`src/rtl/grid_row_tx.sv`:
```
// grid_row_tx: snapshots the live Game-of-Life grid on start and streams it out one row per valid/ready beat.
// Optional macro GRID_TX_POPCOUNT_EN adds alive_cnt, the live-cell count of the most recently sent frame.
module grid_row_tx #(
   parameter int unsigned ROWS = 8,
   parameter int unsigned COLS = 8,
   parameter int unsigned RW   = $clog2(ROWS)
) (
   input  logic                 clk,
   input  logic                 reset,
   input  logic [ROWS*COLS-1:0] grid,
   input  logic                 start,
   output logic                 busy,
   output logic [COLS-1:0]      row_data,
   output logic [RW-1:0]        row_idx,
   output logic                 row_valid,
   input  logic                 row_ready,
   output logic                 row_first,
   output logic                 row_last,
   output logic                 frame_done,
   output logic                 overrun
`ifdef GRID_TX_POPCOUNT_EN
   ,
   output logic [$clog2(ROWS*COLS+1)-1:0] alive_cnt
`endif
);

   localparam logic [RW-1:0] LAST_IDX = RW'(ROWS - 1);

   typedef enum logic {IDLE, SEND} state_e;

   state_e                     state_q, state_d;
   logic [ROWS-1:0][COLS-1:0]  snap_q, snap_d;
   logic [ROWS-1:0][COLS-1:0]  grid_rows;
   logic [RW-1:0]              idx_d, idx_nxt;
   logic [COLS-1:0]            data_d;
   logic                       valid_d, first_d, last_d, busy_d, done_d, overrun_d;

   assign grid_rows = grid;
   assign idx_nxt   = row_idx + RW'(1);

`ifdef GRID_TX_POPCOUNT_EN
   localparam int unsigned CW = $clog2(ROWS*COLS+1);

   logic [CW-1:0] acc_q, acc_d, alive_d;

   function automatic logic [CW-1:0] popcount(input logic [COLS-1:0] v);
      logic [CW-1:0] n;
      n = '0;
      for (int i = 0; i < int'(COLS); i++) n = n + CW'(v[i]);
      return n;
   endfunction
`endif

   // Next-state and next-output logic; every output is registered from these.
   always_comb begin
      state_d   = state_q;
      snap_d    = snap_q;
      idx_d     = row_idx;
      data_d    = row_data;
      valid_d   = row_valid;
      first_d   = row_first;
      last_d    = row_last;
      busy_d    = busy;
      done_d    = 1'b0;
      overrun_d = overrun;
`ifdef GRID_TX_POPCOUNT_EN
      acc_d     = acc_q;
      alive_d   = alive_cnt;
`endif
      case (state_q)
         IDLE: begin
            if (start) begin
               state_d   = SEND;
               snap_d    = grid_rows;
               idx_d     = '0;
               data_d    = grid_rows[0];
               valid_d   = 1'b1;
               first_d   = 1'b1;
               last_d    = (ROWS == 1);
               busy_d    = 1'b1;
               overrun_d = 1'b0;
`ifdef GRID_TX_POPCOUNT_EN
               acc_d     = '0;
`endif
            end
         end
         SEND: begin
            if (start) overrun_d = 1'b1;
            if (row_valid && row_ready) begin
`ifdef GRID_TX_POPCOUNT_EN
               acc_d = acc_q + popcount(row_data);
`endif
               if (row_last) begin
                  // Frame complete: drop back to IDLE with a clean beat bus.
                  state_d = IDLE;
                  idx_d   = '0;
                  data_d  = '0;
                  valid_d = 1'b0;
                  first_d = 1'b0;
                  last_d  = 1'b0;
                  busy_d  = 1'b0;
                  done_d  = 1'b1;
`ifdef GRID_TX_POPCOUNT_EN
                  alive_d = acc_d;
`endif
               end else begin
                  idx_d   = idx_nxt;
                  data_d  = snap_q[idx_nxt];
                  first_d = 1'b0;
                  last_d  = (idx_nxt == LAST_IDX);
               end
            end
         end
         default: state_d = IDLE;
      endcase
   end

   always_ff @(posedge clk or posedge reset) begin
      if (reset) begin
         state_q    <= IDLE;
         snap_q     <= '0;
         row_idx    <= '0;
         row_data   <= '0;
         row_valid  <= 1'b0;
         row_first  <= 1'b0;
         row_last   <= 1'b0;
         busy       <= 1'b0;
         frame_done <= 1'b0;
         overrun    <= 1'b0;
      end else begin
         state_q    <= state_d;
         snap_q     <= snap_d;
         row_idx    <= idx_d;
         row_data   <= data_d;
         row_valid  <= valid_d;
         row_first  <= first_d;
         row_last   <= last_d;
         busy       <= busy_d;
         frame_done <= done_d;
         overrun    <= overrun_d;
      end
   end

`ifdef GRID_TX_POPCOUNT_EN
   always_ff @(posedge clk or posedge reset) begin
      if (reset) begin
         acc_q     <= '0;
         alive_cnt <= '0;
      end else begin
         acc_q     <= acc_d;
         alive_cnt <= alive_d;
      end
   end
`endif

endmodule

```
`config.mk`:
```
export PLATFORM = sky130hd
export DESIGN_NAME = grid_row_tx
export DESIGN_NICKNAME = d
export VERILOG_FILES = /design/src/rtl/grid_row_tx.sv
export SDC_FILE = /design/constraint.sdc
export NUM_CORES = 1
export LEC_CHECK = 0
export CAP_MARGIN = 20
export CORE_ASPECT_RATIO = 0.75
export CORE_MARGIN = 2
export CORE_UTILIZATION = 50
export CTS_CLUSTER_SIZE = 14
export DETAILED_ROUTE_END_ITERATION = 10
export PLACE_DENSITY = 0.8
export SETUP_SLACK_MARGIN = 0.2
export SLEW_MARGIN = 20
export SYNTH_ARGS = -nofsm -noshare
export SYNTH_HDL_FRONTEND = slang
export SYNTH_SLANG_ARGS = --single-unit
```
`constraint.sdc`:
```
create_clock -name clk -period 5.5 [get_ports clk]
set_input_delay 0.825 -clock clk [delete_from_list [all_inputs] [get_ports clk]]
set_output_delay 0.825 -clock clk [all_outputs]
set_load 0.02 [all_outputs]
```
Yosys cells after proc, flatten, opt, wreduce, memory -nomap -nowiden
Cells that the tools add are included.
W data, S select, Z words.
{"block": "word_totals", "reg_bits": 81, "in_bits": 68, "out_inout_bits": 17, "word_cells": 57}
{"block": "op_classes", "addsub": 1, "n_lt_le_gt_ge": 1, "eq_ne": 5, "mux": 28, "bitwise": 1, "n_reduce_logical": 5}
{"operator": "$mux W8", "count": 4}
{"operator": "$bmux W8 S3", "count": 1}
{"operator": "$pmux W8 S2", "count": 1}
{"operator": "$mux W1", "count": 13}
{"operator": "$pmux W1 S2", "count": 5}
{"operator": "$mux W3", "count": 3}
{"operator": "$ne A2 B2 Y1 const B", "count": 3}
{"operator": "$pmux W3 S2", "count": 1}
{"operator": "$reduce_and A2 Y1", "count": 3}
{"operator": "$lt A3 B4 Y1 const B", "count": 1}
{"operator": "$add A3 B1 Y3 const B", "count": 1}
{"operator": "$eq A3 B3 Y1 const B", "count": 1}
{"operator": "$reduce_and A3 Y1", "count": 1}
{"operator": "$ne A2 B1 Y1 const B", "count": 1}
{"operator": "$logic_and A1 B1 Y1", "count": 1}
{"operator": "$not A1 Y1", "count": 1}

Logic depth before layout (Yosys ltp)
Gate-level depths: netlist of run 1.
{"block": "logic_depth", "ltp_word": 6, "ltp_mapped": 9, "depth_no_buf": 5}

Worst setup path before layout of run 1
No wires, ideal clock.
{"block": "synth_timing", "path_type": "register to register", "start": "register row_idx[0]", "end": "register row_data[1]", "setup_ns": 0.130, "arrival_ns": 1.951, "required_time_ns": 5.370, "slack_ns": 3.419, "stages_incl_launch_ff": 9, "path_buffers": 3, "synth_period_minus_slack_ns": 2.081, "path_cell_list": "dfrtp_1 > buf_6 > buf_6 > inv_1 > ha_1 > buf_4 > mux4_2 > nand3_1 > a31oi_1"}
{"block": "synth_between", "elab_chain_cells": 6}
{"element": "start: declaration", "line": "14", "text": "output logic [RW-1:0] row_idx,"}
{"element": "start signal: assignment", "line": "133", "text": "row_idx <= idx_d;"}
{"element": "$add A3 B1 Y3", "line": "39", "text": "assign idx_nxt = row_idx + RW'(1);"}
{"element": "$bmux W8 S3", "line": "108", "text": "data_d = snap_q[idx_nxt];"}
{"element": "$mux W8 (not written as such)", "line": "108"}
{"element": "$mux W8", "line": "93", "text": "if (row_last) begin"}
{"element": "$mux W8", "line": "89", "text": "if (row_valid && row_ready) begin"}
{"element": "$pmux W8 S2", "line": "70", "text": "case (state_q)"}
{"element": "end signal: assignment", "line": "134", "text": "row_data <= data_d;"}
{"element": "end: declaration", "line": "13", "text": "output logic [COLS-1:0] row_data,"}
No other way between the ends. The select of a mux whose other input is x is not followed.
A chain may end at the register's enable or synchronous reset.

Worst setup path in the final report of run 1
{"block": "layout_timing", "start": "register row_idx[0]", "end": "output row_idx[0]"}
No word-level cell between the ends.

==> results.md, run 1 <==
* Critical Path RT at 4.68 ns
* Setup Fix Bufs, Post-CTS at 0
* Ant diodes at 0
* TritonCTS buffer count at 9
* Post-CTS Hold Fix Bufs at 0
* CTS root buf: clkbuf_8
* Area growth syn-to-layout at 29.4%
* Setup TNS at 0 ns
* IO Pins at 85
* CP Capture Type: output pin
* Final ANT Viol Nets at 0
* Port Buffers at 84
* Synth top area cells: dfrtp_1 55%, nand2_1 20%, mux4_2 9.8%, nand3_1 2.7%, buf_2 2.0%
* Relative max-transition margin at between 30% and 40%
* Period utilization at 53.9%
* GRT Util Overall at a little under a quarter
* CTS tree: done
* Layout cells sized above 1 at 8.41%
* Worst-skew pair later-pin latency at 0.36 ns
* Compound-Gate Fraction of Synth Area at 3.27%
* Htree depth at 3
* Routed len/inst at 15.3 um
* Crit start category: flop
* Final setup fails at 0
* Min cycle time layout at between 2 and 3 ns
* Hold Path Class: reg2reg
* Die area at 8050 um^2
* Die Wd at 103 um
* Placed instance area at 4520 um^2
* Top cell type by total area after synthesis: dfrtp_1
* Peak supply drop at 0.285 mV
* First-pass GRT wire length at approximately 14 mm
* Yosys warning count at 0
* Cell Rows at 27
* Initial antenna violation count at 0
* Clock skew at around 0.010 ns
* Mapped Area at 3670 um^2
* Post-CTS resize count at 0
* DRC viols at 0
* CP bufs+invs at 1
* Core ar. at roughly 7200 um^2
* Cells after synthesis at 386
* Die height at 78.2 um
* Pin count of the biggest net entering global routing at 82
* Final Slew Violations at 0
* Seq cells post-synth at 81
* Slowest Stage Delay on Critical Path at 1.00 ns
* Slowest-stage cell, CP: dfrtp_1
* Largest family of logic cells by synthesized area: simple AND/OR/NAND/NOR gates
* Critical path data arrival time at 2.14 ns
* Fill cells at 614
* Initial DRC Count at between 200 and 250
* RSZ-0062 raised after global routing: no
* Crit-path max FO at 21
* Power per cell area at 551 nW/um^2
* Status: complete, no violations
* Seq/Total Area, Yosys at 55.2%
* Top delay family on crit path: flip-flops
* Mux share of post-synthesis cell area at around 10%
* Worst Tran Pin Value at a little under 1 ns
* Initial core utilization at 50.8%
* Share of the synthesized area in the top cell type at 55.2%
* DP HPWL at 5.90 mm
* P_leak at roughly 2.2 nW
* Total wire length at between 8 and 9 mm
* Synth cell types at 25
* Syn nets at between 400 and 500
* Mean post-synth cell area at 9.51 um^2
* Post-layout nets at between 500 and 600
* Vias per Instance at 5.34
* DR vias at 3018
* Setup CP Type: reg2out
* Cell breakdown of the critical path: clkdlybuf4s50_1
* Xor/xnor share of the synthesized area at 0.682%
* GRT overflow at 0
* Reg clk slew, reported paths at 0.08 ns
* Placer Congestion at between 0.7 and 0.8
* Clock sink count at between 80 and 90
* Post-Synth Simple-Gate Area at 25.6%
* Adder-cell share of the synthesized area at 0.682%
* Post-route cell area at 4750 um^2
* MaxCap Viol Count at 0
* FMAX at 337 MHz
* Vias in the first global route at 2905
* Drt pass-1 iters at 5
* Fin. Hold Viols at 0
* Max clock buf depth at 2
[kinds of logic (layout without fill, tap and decap cells)]
group                      after synthesis  in the layout
buffers and inverters                   27            105
AOI/OAI and AO/OA                       21             21
xor gates and xnor gates                 2              2
muxes                                   17             17
and+or+nand+nor                        236            236
adders and majority gates                2              2
DFF                                     81             81
[area by class of cell]
type | instances | area (um^2) | area share (%)
Multi-Input combinational cell | 278 | 1490 | 31.4
Clock buffer | 12 | 155 | 3.26
Timing Repair Buffer | 87 | 867 | 18.2
Sequential cell | 81 | 2030 | 42.7
Clock inverter | 4 | 75.1 | 1.58
Inverter | 2 | 8.76 | 0.184
Tap cell | 101 | 126 | 2.66
[synthesized netlist by cell type, drive strengths merged]
master,n
xor2,1
and2,1
nor2b,1
dfrtp,81
mux4,16
nor2,6
nand2,195
ha,2
nor3,9
and3,1
and2b,1
nor4b,1
a21oi,1
buf,22
xnor2,1
inv,2
o21ai,10
nand2b,1
nand3,20
a31oi,8
mux2,1
a21o,2
clkbuf,3
[per-stage QoR]
stage	instances	utilization (%)	setup slack, ns	total power, mW	hold WS [ns]
floorplan	386	-	2.59	1.81	0.440
global placement	549	62.5	2.74	2.08	0.454
detailed placement	549	62.5	2.58	2.12	0.461
CTS	565	65.7	2.52	2.62	0.481
global route	565	65.7	2.38	2.79	0.496
finish	565	65.7	2.54	2.62	0.485
[per-layer routing]
layer | vias to the layer above | track usage, % | part of all wire [%]
met5 | - | 0 | 0
met4 | 0 | 6.05 | 1.5
li1 | 1402 | - | -
met3 | 18 | 8.10 | 8.5
met1 | 1476 | 32.8 | 43
met2 | 122 | 35.2 | 47
[registers in the layout (all words and copies together) (netlist names)]
signal and cells:
frame_done 1, overrun 1, row_data 8, row_first 1, row_idx 3, row_last 1
row_valid 1, snap_q 64, state_q 1
[final timing paths]
kind | start | endpoint | slack, ns | cells past startpoint
worst max-delay path | row_idx[0]$_DFFE_PP0P_ | row_idx[0] | 2.54 | 1
worst min-delay path | snap_q[12]$_DFFE_PP0P_ | snap_q[12]$_DFFE_PP0P_ | 0.48 | 2
max in group asynchronous | reset | state_q$_DFF_PP0_ | 4.02 | 3
worst max register to register | row_idx[0]$_DFFE_PP0P_ | row_data[1]$_DFFE_PP0P_ | 2.60 | 5
worst min register to register | snap_q[12]$_DFFE_PP0P_ | snap_q[12]$_DFFE_PP0P_ | 0.48 | 2
min in group asynchronous | reset | snap_q[57]$_DFFE_PP0P_ | 0.95 | 3
[layout by cell type, fill, tap and decap left out, drive strengths merged]
master | netlist | final
nor2 | 6 | 6
nand3 | 20 | 20
buf | 22 | 3
a21o | 2 | 2
and2b | 1 | 1
mux2 | 1 | 1
ha | 2 | 2
and2 | 1 | 1
clkinv | 0 | 1
nor2b | 1 | 1
bufinv | 0 | 2
and3 | 1 | 1
a31oi | 8 | 8
mux4 | 16 | 16
nor3 | 9 | 9
nand2b | 1 | 1
clkdlybuf4s50 | 0 | 84
nand2 | 195 | 195
o21ai | 10 | 10
nor4b | 1 | 1
xnor2 | 1 | 1
inv | 2 | 1
a21oi | 1 | 1
clkbuf | 3 | 12
xor2 | 1 | 1
dfrtp | 81 | 81
clkinvlp | 0 | 2
[power by group]
group | leakage [nW] | switching, mW | internal, mW
logic | 1.13 | 0.509 | 0.529
registers | 1.00 | 0.225 | 0.863
clock network | 0.109 | 0.212 | 0.281
total | 2.24 | 0.945 | 1.67
Power figures use the tool's default switching activity.
==> inputs of run 2 (changes only) <==
==> constraint.sdc (replaced) <==
create_clock -name clk -period 2.9 [get_ports clk]
set_input_delay 0.435 -clock clk [delete_from_list [all_inputs] [get_ports clk]]
set_output_delay 0.435 -clock clk [all_outputs]
set_load 0.02 [all_outputs]
==> results.md, run 2 (same netlist as run 1, synthesis figures left out) <==
* Status: complete, no violations
* GRT overflow at 0 (unchanged)
* Fin. Hold Viols at 0 (unchanged)
* Vias per Instance at 5.20 (-2.7%)
* Top Registers: snap_q: 64 flops, row_data: 8 flops, row_idx: 3 flops
* Most frequent cells in the layout: 195 x nand2_1, 84 x clkdlybuf4s50_1, 81 x dfrtp_1, 20 x nand3_1, 16 x mux4_2
* RSZ-0062 raised after global routing: no
* Post-route insts no fill at 568 (+0.53%)
* Final ANT Viol Nets at 0 (unchanged)
* TritonCTS buffer count at 9 (unchanged)
* Post-layout nets at 533 (+0.76%)
* Peak supply drop at 0.363 mV (+27%)
* Dpl cells at 553 (+0.73%)
* FMAX at 468 MHz
* Period utilization at approximately three quarters
* Post-route cell area at 4770 um^2 (+0.34%)
* Drt pass-1 iters at 6 (+1)
* MaxCap Viol Count at 0 (unchanged)
* Largest Register: snap_q
* First-pass GRT wire length at 13.8 mm (-2.2%)
* Min cycle time layout at approximately 2.1 ns
* Commonest non-fill, non-tap cell in the layout: nand2_1
* Clock skew at 0.00784 ns (-0.00249 ns)
* Setup TNS at 0 ns (unchanged)
* DR vias at 2952 (-2.2%)
* IO Pins at 85 (unchanged)
* Crit start category: flop
* Setup Fix Bufs, Post-CTS at 0 (unchanged)
* Die height at 78.2 um (unchanged)
* Relative max-transition margin at 51.1% (+17 points)
* Htree depth at 3 (unchanged)
* Power Total at 4.88 mW (+86%)
* Cell Rows at 27 (unchanged)
* DRC viols at 0 (unchanged)
* Multi-input gate area at 1490 um^2 (unchanged)
* Slowest Stage Delay on Critical Path at 0.68 ns (-0.32 ns)
* Routed len/inst at 14.7 um (-4.1%)
* Placed instance area at 4570 um^2 (+1.2%)
* Layout cells sized above 1 at 8.99% (+0.59 points)
* Initial DRC Count at 236 (-3.7%)
* Total wire length at 8.33 mm (-3.6%)
* Clock sink count at 81 (unchanged)
* Crit-path max FO at 20 (-4.8%)
* Final Slew Violations at 0 (unchanged)
* DP HPWL at 5.90 mm (-0.13%)
* Final core utilization at 66.0% (+0.22 points)
* Die area at 8050 um^2 (unchanged)
* Initial antenna violation count at 0 (unchanged)
* Critical path data arrival time at 1.70 ns (-0.44 ns)
* P_leak at 2.25 nW (+0.36%)
* Port Buffers at 84 (unchanged)
* GRT Util Overall at 22.5% (-0.86 points)
* Post-CTS resize count at 0 (unchanged)
* Die Wd at 103 um (unchanged)
* Fill cells at 609 (-0.81%)
* CP Capture Type: output pin
* Vias in the first global route at 2944 (+1.3%)
* Reg clk slew, reported paths at 0.08 ns (about the same)
* Max clock buf depth at 2 (unchanged)
* CTS root buf: clkbuf_8
* Placer Congestion at 0.825 (+4.7%)
* Power per cell area at 1020 nW/um^2 (+86%)
* Seq. cell area at 2030 um^2 (unchanged)
* Initial core utilization at 50.8% (unchanged)
* Critical Path RT at 2.47 ns (-2.21 ns)
* Post-CTS Hold Fix Bufs at 0 (unchanged)
* Area growth syn-to-layout at 29.9%
* Final setup fails at 0 (unchanged)
* Pin count of the biggest net entering global routing at 56 (-32%)
* Core ar. at 7230 um^2 (unchanged)
* Hold Path Class: in2async
* Slowest-stage cell, CP: clkdlybuf4s50_1
* Worst-skew pair later-pin latency at 0.36 ns (about the same)
* Setup CP Type: reg2out
* Ant diodes at 0 (unchanged)
* CTS tree: done
* Worst Tran Pin Value at 0.734 ns (-0.257 ns)
* Largest register FFs at 64 (unchanged)
* Cell breakdown of the critical path: buf_4 -> clkdlybuf4s50_1
## run 2: cell types whose count changed in the layout (fill, tap and decap cells not counted), sizes merged
| cell | previous run | this run |
|---|---|---|
| buf | 3 | 7 |
| bufinv | 2 | 1 |
| clkbuf | 12 | 11 |
| clkinv | 1 | 2 |
## run 2: worst paths after layout
path	start	end	slack (ns)	depth (start not counted)
setup / recovery	row_idx[0]$_DFFE_PP0P_	row_idx[0]	0.76	2
setup reg to reg	row_idx[1]$_DFFE_PP0P_	row_data[2]$_DFFE_PP0P_	0.85	5
max in group asynchronous	reset	snap_q[44]$_DFFE_PP0P_	1.85	3
min in group clk	snap_q[41]$_DFFE_PP0P_	snap_q[41]$_DFFE_PP0P_	0.47	2
hold reg to reg	snap_q[41]$_DFFE_PP0P_	snap_q[41]$_DFFE_PP0P_	0.47	2
hold / removal	reset	snap_q[40]$_DFFE_PP0P_	0.40	2
## run 2: metal layers
metal / vias to the layer above / global-route usage (%) / part of all wire, % / routed length [um]
met3: 13 / 6.14 / 6.4 / 534
met2: 96 / 34.9 / 47 / 3940
met4: 0 / 7.11 / 1.4 / 118
met5: - / 0 / 0 / 0
met1: 1438 / 31.1 / 45 / 3730
li1: 1405 / - / - / -
## run 2: where the power goes
part           total (mW)  switching (mW)  leakage (nW)  internal, mW
Combinational        2.11            1.08          1.16          1.03
Sequential           1.95           0.309          1.00          1.64
Clock               0.826           0.407        0.0916         0.418
## run 2: worst max-delay path, delay by kind of cell, from the launching register on
family,cells,cell delay [ns]
DFF,1,0.35
buffers and inverters,2,1.00
## run 2: cell type report
cell class | count | share of cell area, %
multi-input combinational | 278 | 31.3
tap | 101 | 2.65
timing repair buffer | 91 | 19.3
inverter | 2 | 0.184
clock buffer | 11 | 2.97
clock inverter | 4 | 1.13
sequential | 81 | 42.5
## run 2: through the flow
| stage | worst slack (ns) | hold WS, ns |
|---|---|---|
| floorplan | 0.385 | 0.440 |
| global route | 0.676 | 0.451 |
| global placement | 0.823 | 0.453 |
| detailed placement | 0.786 | 0.459 |
| CTS | 0.737 | 0.411 |
| finish | 0.765 | 0.396 |
==> inputs of run 3 (changes only) <==
==> constraint.sdc (replaced) <==
create_clock -name clk -period 2.1 [get_ports clk]
set_input_delay 0.315 -clock clk [delete_from_list [all_inputs] [get_ports clk]]
set_output_delay 0.315 -clock clk [all_outputs]
set_load 0.02 [all_outputs]
==> results.md, run 3 (same netlist as run 1, synthesis figures left out) <==
* Routed len/inst at 14.7 um (about the same)
* TritonCTS buffer count at 9 (unchanged)
* CP bufs+invs at 1 (-1)
* CP Capture Type: output pin
* Period utilization at 87.1%
* Crit start category: flop
* Die Wd at 103 um (unchanged)
* DP HPWL at 5.78 mm (-1.9%)
* Cell breakdown of the critical path: clkdlybuf4s50_1
* FMAX at 547 MHz
* Final Slew Violations at 0 (unchanged)
* Clock sink count at 81 (unchanged)
* Slowest-stage cell, CP: clkdlybuf4s50_1
* Top Registers: snap_q: 64 flops, row_data: 8 flops, row_idx: 3 flops
* Post-CTS Hold Fix Bufs at 0 (unchanged)
* GRT overflow at 0 (unchanged)
* Status: complete, no violations
* Hold Worst Slack at 0.408 ns (+0.0122 ns)
* Vias per Instance at 5.18 (-0.31%)
* Cell Rows at 27 (unchanged)
* Largest register FFs at 64 (unchanged)
* DR vias at 2979 (+0.91%)
* Slowest Stage Delay on Critical Path at 0.66 ns (-0.02 ns)
* Initial DRC Count at 241 (+2.1%)
* Largest Register: snap_q
* Critical Path RT at 1.78 ns (-0.69 ns)
* Initial antenna violation count at 0 (unchanged)
* Min cycle time layout at 1.83 ns
* CTS root buf: clkbuf_8
* Critical path data arrival time at 1.51 ns (-0.19 ns)
* CTS tree: done
* MaxCap Viol Count at 0 (unchanged)
* Pin count of the biggest net entering global routing at 82 (+46%)
* Fin. Hold Viols at 0 (unchanged)
* Vias in the first global route at 2851 (-3.2%)
* Relative max-transition margin at 59.1% (+8.0 points)
* Die height at 78.2 um (unchanged)
* Post-route cell area at 4870 um^2 (+2.2%)
* Post-layout nets at 539 (+1.1%)
* Htree depth at 3 (unchanged)
* Worst-skew pair later-pin latency at 0.36 ns (about the same)
* Most frequent cells in the layout: 195 x nand2_1, 83 x clkdlybuf4s50_1, 80 x dfrtp_1, 19 x nand3_1, 16 x mux4_2
* Hold Path Class: in2async
* Crit-path max FO at 4 (-80%)
* Placer Congestion at 0.834 (+1.0%)
* Dpl cells at 556 (+0.54%)
* Area growth syn-to-layout at 32.7%
* Commonest non-fill, non-tap cell in the layout: nand2_1
* Core ar. at 7230 um^2 (unchanged)
* Drt pass-1 iters at 5 (-1)
* GRT Util Overall at 22.5% (-0.065 points)
* DRC viols at 0 (unchanged)
* Max clock buf depth at 2 (unchanged)
* P_leak at 2.29 nW (+1.9%)
* Peak supply drop at 0.678 mV (+87%)
* Reg clk slew, reported paths at 0.09 ns (about the same)
* Top delay family on crit path: buffers and inverters
* Die area at 8050 um^2 (unchanged)
* Power per cell area at 1440 nW/um^2 (+40%)
* Final ANT Viol Nets at 0 (unchanged)
* Layout cells sized above 1 at 11.6% (+2.6 points)
* Setup TNS at 0 ns (unchanged)
* IO Pins at 85 (unchanged)
* Final setup fails at 0 (unchanged)
* Fill cells at 584 (-4.1%)
* Worst Tran Pin Value at 0.613 ns (-0.120 ns)
* Total wire length at 8.43 mm (+1.1%)
* Placed instance area at 4620 um^2 (+0.96%)
* Ant diodes at 0 (unchanged)
* Initial core utilization at 50.8% (unchanged)
* Setup CP Type: reg2out
* Port Buffers at 84 (unchanged)
* Clock skew at 0.00862 ns (+0.000780 ns)
* First-pass GRT wire length at 13.8 mm (-0.45%)
* Post-route insts no fill at 575 (+1.2%)
* RSZ-0062 raised after global routing: no
==> run 3: cell types whose count changed in the layout (fill, tap and decap cells not counted), sizes merged <==
| cell | change |
|---|---|
| buf | +6 |
| clkdlybuf4s50 | -1 |
| clkinv | -1 |
| clkinvlp | +1 |
| dlygate4sd2 | +1 |
| inv | +1 |
==> run 3: power breakdown <==
group / internal, mW / total (mW) / switching, mW
Sequential: 2.26 / 2.71 / 0.450
Combinational: 1.58 / 3.10 / 1.52
Clock: 0.620 / 1.19 / 0.570
Total: 4.46 / 7.00 / 2.54
==> run 3: through the flow <==
stage          utilization [%]  worst slack [ns]  total power, mW
6_report                  67.4             0.272             7.00
5_1_grt                   67.4             0.223             7.46
4_1_cts                   66.8             0.254             6.89
3_5_place_dp              63.9             0.281             5.67
3_3_place_gp              63.9             0.298             5.57
2_1_floorplan                -             0.154             4.82
==> run 3: final timing paths <==
check	startpoint	to	slack [ns]	depth (start not counted)
max	row_idx[2]$_DFFE_PP0P_	row_idx[2]	0.27	1
min	reset	snap_q[48]$_DFFE_PP0P_	0.41	3
max reg2reg	row_idx[1]$_DFFE_PP0P_	row_data[3]$_DFFE_PP0P_	0.29	4
min reg2reg	snap_q[35]$_DFFE_PP0P_	snap_q[35]$_DFFE_PP0P_	0.48	2
max in group asynchronous	reset	row_idx[0]$_DFFE_PP0P_	1.31	3
min in group clk	grid[32]	snap_q[32]$_DFFE_PP0P_	0.47	3
==> run 3: repair_timing <==
item                       CTS  global route
pin swaps                    0             1
gates resized for setup      1             1
setup endpoints to repair    1             4
cloned                       0             0
buffers inserted             0             3
==> run 3: final cells by class <==
cell class                      count  area, um^2  area share, %
Sequential cell                    81        2030           41.6
Clock buffer                       11         151           3.11
Multi-Input combinational cell    278        1520           31.2
Tap cell                          101         126           2.59
Clock inverter                      5        62.6           1.28
Inverter                            2        11.3          0.231
Timing Repair Buffer               97         975           20.0
==> run 3: routing by layer <==
metal | vias up | wire length [um] | track usage (%)
met2 | 110 | 4000 | 34.9
met5 | - | 0 | 0
met1 | 1429 | 3810 | 31.2
li1 | 1423 | - | -
met4 | 0 | 143 | 8.16
met3 | 17 | 463 | 5.08
